[src/rtl/uart_pkg.sv]
// Shared UART types and constants for the transmit framer and its FIFO.
package uart_pkg;

  typedef enum logic [1:0] {
    IDLE = 2'd0,
    LOAD = 2'd1,
    SEND = 2'd2,
    GAP  = 2'd3
  } tx_state_e;

  localparam logic START_BIT = 1'b0;
  localparam logic STOP_BIT  = 1'b1;
  localparam int   DATA_BITS = 8;

  // Index of the closing tick: start + data + optional parity + stop bits.
  function automatic int calc_nbits(input int parity_en, input int stop_bits);
    return 1 + DATA_BITS + parity_en + stop_bits;
  endfunction

endpackage

[src/rtl/uart_tx_fifo.sv]
// Synchronous byte FIFO with show-ahead read data and an occupancy count.
// Full/empty are decoded from the level register only.
module uart_tx_fifo
  import uart_pkg::*;
#(
  parameter int DEPTH = 4
) (
  input  logic                   clk,
  input  logic                   rst_n,
  input  logic                   i_push,
  input  logic [DATA_BITS-1:0]   i_data,
  input  logic                   i_pop,
  output logic [DATA_BITS-1:0]   o_data,
  output logic                   o_full,
  output logic                   o_empty,
  output logic [$clog2(DEPTH):0] o_level
);

  localparam int AW = $clog2(DEPTH);
  localparam int LW = AW + 1;
  localparam logic [AW:0] LVL_FULL = DEPTH[AW:0];

  logic [DATA_BITS-1:0] r_mem [DEPTH];
  logic [AW-1:0]        r_wr_ptr;
  logic [AW-1:0]        r_rd_ptr;
  logic [AW:0]          r_level;
  logic                 w_push;
  logic                 w_pop;

  assign o_full  = (r_level == LVL_FULL);
  assign o_empty = (r_level == '0);
  assign o_level = r_level;
  assign o_data  = r_mem[r_rd_ptr];
  assign w_push  = i_push && !o_full;
  assign w_pop   = i_pop && !o_empty;

  // Storage array; contents need no reset since level gates every read.
  always_ff @(posedge clk) begin
    if (w_push) r_mem[r_wr_ptr] <= i_data;
  end

  // Pointers wrap naturally because DEPTH is a power of two.
  always_ff @(posedge clk or negedge rst_n) begin
    if (!rst_n) begin
      r_wr_ptr <= '0;
      r_rd_ptr <= '0;
      r_level  <= '0;
    end else begin
      if (w_push) r_wr_ptr <= r_wr_ptr + AW'(1);
      if (w_pop)  r_rd_ptr <= r_rd_ptr + AW'(1);
      case ({w_push, w_pop})
        2'b10:   r_level <= r_level + LW'(1);
        2'b01:   r_level <= r_level - LW'(1);
        default: r_level <= r_level;
      endcase
    end
  end

endmodule

[src/rtl/uart_tx_framer.sv]
// UART transmit framer: buffers bytes in a FIFO and shifts each one out as
// start / 8 data LSB-first / optional parity / stop bits, one bit per baud
// tick. bps_start enables the external baud generator for one frame only.
module uart_tx_framer
  import uart_pkg::*;
#(
  parameter int FIFO_DEPTH = 4,
  parameter int PARITY_EN  = 0,
  parameter int PARITY_ODD = 0,
  parameter int STOP_BITS  = 1
) (
  input  logic                        clk,
  input  logic                        rst_n,
  input  logic [7:0]                  tx_data,
  input  logic                        tx_valid,
  output logic                        tx_ready,
  input  logic                        clk_bps,
  output logic                        bps_start,
  output logic                        txd,
  output logic                        busy,
  output logic [$clog2(FIFO_DEPTH):0] fifo_level
);

  localparam int NBITS = calc_nbits(PARITY_EN, STOP_BITS);
  localparam int IW    = $clog2(NBITS + 1);
  localparam logic [IW-1:0] IDX_LAST   = IW'(NBITS);
  localparam logic [IW-1:0] IDX_DATA   = IW'(DATA_BITS);
  localparam logic [IW-1:0] IDX_PARITY = IW'(DATA_BITS + 1);
  localparam logic PEN = (PARITY_EN != 0);
  localparam logic ODD = (PARITY_ODD != 0);

  tx_state_e            r_state, w_state_nxt;
  logic [DATA_BITS-1:0] r_shift, w_shift_nxt;
  logic                 r_parity, w_parity_nxt;
  logic [IW-1:0]        r_bit_idx, w_bit_idx_nxt;
  logic                 r_txd, w_txd_nxt;
  logic                 r_bps_start, w_bps_start_nxt;

  logic                 w_fifo_full;
  logic                 w_fifo_empty;
  logic [DATA_BITS-1:0] w_fifo_data;
  logic                 w_pop;
  logic [2:0]           w_data_sel;
  logic                 w_bit_val;

  uart_tx_fifo #(
    .DEPTH (FIFO_DEPTH)
  ) u_fifo (
    .clk     (clk),
    .rst_n   (rst_n),
    .i_push  (tx_valid),
    .i_data  (tx_data),
    .i_pop   (w_pop),
    .o_data  (w_fifo_data),
    .o_full  (w_fifo_full),
    .o_empty (w_fifo_empty),
    .o_level (fifo_level)
  );

  assign tx_ready  = !w_fifo_full;
  assign txd       = r_txd;
  assign bps_start = r_bps_start;
  assign busy      = (r_state != IDLE) || (fifo_level != '0);

  // Line level for the bit index about to be driven.
  always_comb begin
    w_data_sel = r_bit_idx[2:0] - 3'd1;
    w_bit_val  = STOP_BIT;
    if (r_bit_idx == '0) begin
      w_bit_val = START_BIT;
    end else if (r_bit_idx <= IDX_DATA) begin
      w_bit_val = r_shift[w_data_sel];
    end else if (PEN && (r_bit_idx == IDX_PARITY)) begin
      w_bit_val = r_parity;
    end
  end

  // Next-state and next-output logic; ticks only matter while in SEND.
  always_comb begin
    w_state_nxt     = r_state;
    w_shift_nxt     = r_shift;
    w_parity_nxt    = r_parity;
    w_bit_idx_nxt   = r_bit_idx;
    w_txd_nxt       = r_txd;
    w_bps_start_nxt = r_bps_start;
    w_pop           = 1'b0;
    case (r_state)
      IDLE: begin
        w_txd_nxt       = STOP_BIT;
        w_bps_start_nxt = 1'b0;
        if (!w_fifo_empty) begin
          w_pop         = 1'b1;
          w_shift_nxt   = w_fifo_data;
          w_parity_nxt  = (^w_fifo_data) ^ ODD;
          w_bit_idx_nxt = '0;
          w_state_nxt   = LOAD;
        end
      end
      LOAD: begin
        w_bps_start_nxt = 1'b1;
        w_state_nxt     = SEND;
      end
      SEND: begin
        if (clk_bps) begin
          if (r_bit_idx == IDX_LAST) begin
            w_txd_nxt       = STOP_BIT;
            w_bps_start_nxt = 1'b0;
            w_state_nxt     = GAP;
          end else begin
            w_txd_nxt     = w_bit_val;
            w_bit_idx_nxt = r_bit_idx + IW'(1);
          end
        end
      end
      GAP: begin
        // One cycle with the generator disabled so its phase restarts.
        w_bps_start_nxt = 1'b0;
        w_state_nxt     = IDLE;
      end
      default: begin
        w_state_nxt = IDLE;
      end
    endcase
  end

  // State and registered outputs; txd comes straight from this flop.
  always_ff @(posedge clk or negedge rst_n) begin
    if (!rst_n) begin
      r_state     <= IDLE;
      r_shift     <= '0;
      r_parity    <= 1'b0;
      r_bit_idx   <= '0;
      r_txd       <= STOP_BIT;
      r_bps_start <= 1'b0;
    end else begin
      r_state     <= w_state_nxt;
      r_shift     <= w_shift_nxt;
      r_parity    <= w_parity_nxt;
      r_bit_idx   <= w_bit_idx_nxt;
      r_txd       <= w_txd_nxt;
      r_bps_start <= w_bps_start_nxt;
    end
  end

endmodule

[config.mk]
export PLATFORM = sky130hd
export DESIGN_NAME = uart_tx_framer
export DESIGN_NICKNAME = d
export VERILOG_FILES = /design/src/rtl/uart_pkg.sv /design/src/rtl/uart_tx_fifo.sv /design/src/rtl/uart_tx_framer.sv
export SDC_FILE = /design/constraint.sdc
export NUM_CORES = 1
export LEC_CHECK = 0
export ABC_AREA = 1
export CAP_MARGIN = 20
export CORE_UTILIZATION = 47
export DETAILED_ROUTE_END_ITERATION = 8
export PLACE_DENSITY_LB_ADDON = 0.2
export SETUP_SLACK_MARGIN = 0.02
export SLEW_MARGIN = 30
export SYNTH_ARGS = -nofsm -noshare
export SYNTH_HDL_FRONTEND = slang
export SYNTH_SLANG_ARGS = --single-unit
[constraint.sdc]
create_clock -name clk -period 2.85 [get_ports clk]
set_input_delay 0.855 -clock clk [delete_from_list [all_inputs] [get_ports clk]]
set_output_delay 0.855 -clock clk [all_outputs]
set_load 0.01 [all_outputs]
==> flow_summary_export.csv <==
group,metric,value,unit
status,outcome,"finished clean",
logic_synthesis,avgSynthCellArea,10.8,um^2
logic_synthesis,syn_inst,231,
routing,viasPerCell,4.89,
routing,drtIter0Drc,77,
worst_setup_path,critPathKind,"register to output pin",
cts,hold_buffers,0,
layout,areaGrowthSynthToFinish,14.9,%
floorplanning,dieArea,0.00558,mm^2
sta,finalSetupTns,0,ns
logic_synthesis,netlist_area,0.00248,mm^2
layout,fill_cells,471,
worst_hold_path,worstHoldPathType,"register to register",
grt,grt_pass1_wl,6.96,mm
place,hpwl,2.89,mm
sta,tightest_slew,0.602,ns
logic_synthesis,synth-seq-cells,55,
worst_setup_path,crit_family,"buffers and inverters",
layout,layout.cell_area.non_filler,0.00286,mm^2
place,placed_area,0.00277,mm^2
floorplanning,fp.coreArea,0.00511,mm^2
worst_setup_path,cp_num_buf_inv,2,
routing,firstDrtPassIters,4,
cts,path_clk_slew,0.10,ns
power,totalPowerFinal,2.87,mW
sta,setup_viol,0,
logic_synthesis,synth_seq_area_share,61.9,%
routing,ant_nets,0,
worst_setup_path,end_kind,"output pin",
cts,numCtsBuffers,5,
routing,wirelength,4.16,mm
power,power.leakage,1.14,nW
sta,post-route-min-period,2.54,ns
sta,hold_viol,0,
routing,drc_errors,0,
grt,antenna_found_initial,0,
layout,drive_above_1_share,7.36,%
cts,cts_root_buffer,"clkbuf_8",
routing,vias,1604,
grt,grt_pass1_vias,1519,
floorplanning,io_pins,19,
logic_synthesis,synth_mux_area_share,0,%
worst_setup_path,crit_required,2.00,ns
logic_synthesis,yosys.cell_types.count,24,
cts,cts_setup_buffers,0,
routing,wl_per_cell,12.7,um
logic_synthesis,synthAdderAreaFrac,6.85,%
sta,skew,0.00549,ns
logic_synthesis,yosys.area_share.simple,13.2,%
logic_synthesis,synth_compound_area_share,10.2,%
worst_setup_path,crit_fanout,3,
cts,clkLatencyLatePin,0.30,ns
logic_synthesis,yosys_warnings,0,
floorplanning,fp.dieH,74.7,um
place,io_buffers,18,
cts,cts_tree,"done",
flow_run,cap_violations,0,
layout,fin_nets,282,
sta,final.period_utilization,89.0,%
grt,gr-total-overflow,0,
cts,cts_htree_levels,2,
floorplanning,initial_core_util,48.7,%
sta,max_freq,394,MHz
cts,cts_max_path_buffers,2,
cts,ctsResizeCount,0,
layout,diodes,0,
worst_setup_path,critPathMaxStageDelay,0.52,ns
logic_synthesis,synth_top_family_by_area,"simple AND/OR/NAND/NOR gates",
grt,track_usage,17.3,%
cts,cts_sinks,55,
grt,grt_max_degree,24,
logic_synthesis,synth_xor_area_share,2.47,%
sta,rsz0062_at_grt,"false",
worst_setup_path,startpoint_type,"register",
worst_setup_path,worstPathCellList,"inv_1, ha_1, nand4_1, clkdlybuf4s50_1",
worst_setup_path,arrival,1.68,ns
logic_synthesis,synth_fp_nets,256,
worst_setup_path,cp_slowest_cell,"clkdlybuf4s50_1",
sta,maxSlewHeadroom,59.9,%
floorplanning,num_rows,26,
power,p_per_area,1010,mW/mm^2
power,vdd_drop_max,0.418,mV
place,gp_congestion,0.733,
floorplanning,die_w,74.7,um
sta,hold_ws,0.517,ns
sta,drv_slew,0,
[worst paths after layout]
check | from | endpoint | slack, ns | cells past startpoint
worst min-delay path | u_fifo.o_level[1] | u_fifo.o_level[1] | 0.52 | 2
worst max-delay path | r_state[0] | busy | 0.31 | 4
worst min register to register | u_fifo.o_level[1] | u_fifo.o_level[1] | 0.52 | 2
worst max register to register | u_fifo.o_level[0] | u_fifo.o_level[2] | 0.77 | 9
max in group asynchronous | rst_n | txd | 1.68 | 2
min in group asynchronous | rst_n | bps_start | 0.89 | 2
[per-stage QoR]
step                      setup slack (ns)  std cells  utilization [%]
final                                0.314        328             55.9
after global routing                 0.190        328             55.9
after CTS                            0.290        328             55.9
after detailed placement             0.286        320             54.2
after global placement               0.319        320             54.2
after floorplan                      0.668        231                -
[cells in the final DEF (no fill, tap or decap)]
cell type and count:
nor2_1 38, edfxtp_1 32, inv_1 27, o21ai_0 26, nand2_1 22, dfrtp_1 22
clkdlybuf4s50_1 18, nand3_1 13, ha_1 12, a21oi_1 9, buf_4 6, xor2_1 5
a31oi_1 5, clkbuf_8 5, o22ai_1 4, xnor2_1 2, nand4_1 1, a31oi_4 1
nand2_2 1, nor2_4 1, nor3b_1 1, clkinv_1 1, or2_2 1, fa_1 1
clkinv_2 1, inv_6 1, clkinvlp_2 1, dfstp_2 1
[cell type report]
| class | instances | area (um^2) | share of cell area (%) |
|---|---|---|---|
| sequential | 55 | 1540 | 53.9 |
| multi-input combinational | 143 | 812 | 28.4 |
| clock inverter | 3 | 18.8 | 0.657 |
| inverter | 28 | 105 | 3.68 |
| timing repair buffer | 24 | 225 | 7.89 |
| clock buffer | 5 | 68.8 | 2.41 |
| tap | 70 | 87.6 | 3.07 |
[tightest hold or removal path, delay by kind of cell, from the launching register on]
family	cells	cell delay (ns)
simple gates	1	0.05
compound gates	1	0.06
flops	1	0.38
[flip-flops by register name, indices dropped and copies added (netlist names)]
register and flops:
u_fifo.r_wr_ptr 2, u_fifo.o_level 3, r_shift 8, r_state 2, u_fifo.r_rd_ptr 2, u_fifo.r_mem 32, r_bit_idx 4, bps_start 1
txd 1
[Yosys cell counts]
cell / number / area share, %
fa_1: 1 / 0.81
nand4_1: 1 / 0.25
edfxtp_1: 32 / 39
ha_1: 12 / 6.0
nand2_1: 22 / 3.3
o21ai_0: 26 / 5.2
xor2_1: 5 / 1.8
inv_1: 27 / 4.1
nor2_1: 38 / 5.7
xnor2_1: 2 / 0.71
dfrtp_1: 22 / 22
o22ai_1: 4 / 1.0
nand3_1: 13 / 2.6
nand2_2: 1 / 0.25
buf_4: 2 / 0.60
clkinv_1: 1 / 0.15
a31oi_1: 5 / 1.3
or2_2: 1 / 0.25
buf_2: 3 / 0.60
a21oi_1: 9 / 1.8
a31oi_4: 1 / 0.86
nor2_4: 1 / 0.45
dfstp_2: 1 / 1.1
nor3b_1: 1 / 0.30
[power breakdown]
part           switching [mW]  internal, mW
logic                   0.698         0.478
registers               0.165          1.10
clock network           0.254         0.173
total                    1.12          1.75
[logic make-up after synthesis]
group	Yosys count
adder cells (fa/ha/maj)	13
buffers and inverters	33
AND/OR/NAND/NOR	78
AO/OA/AOI/OAI	45
XOR/XNOR	7
flip-flops	55
[metal layers]
metal | up-vias | GRT usage [%] | share of wire, %
met5 | - | 0 | 0
met4 | 0 | 6.92 | 1.5
met3 | 6 | 4.15 | 3.3
met2 | 31 | 28.8 | 47
met1 | 747 | 21.8 | 48
li1 | 820 | - | -
Power figures use the tool's default switching activity.
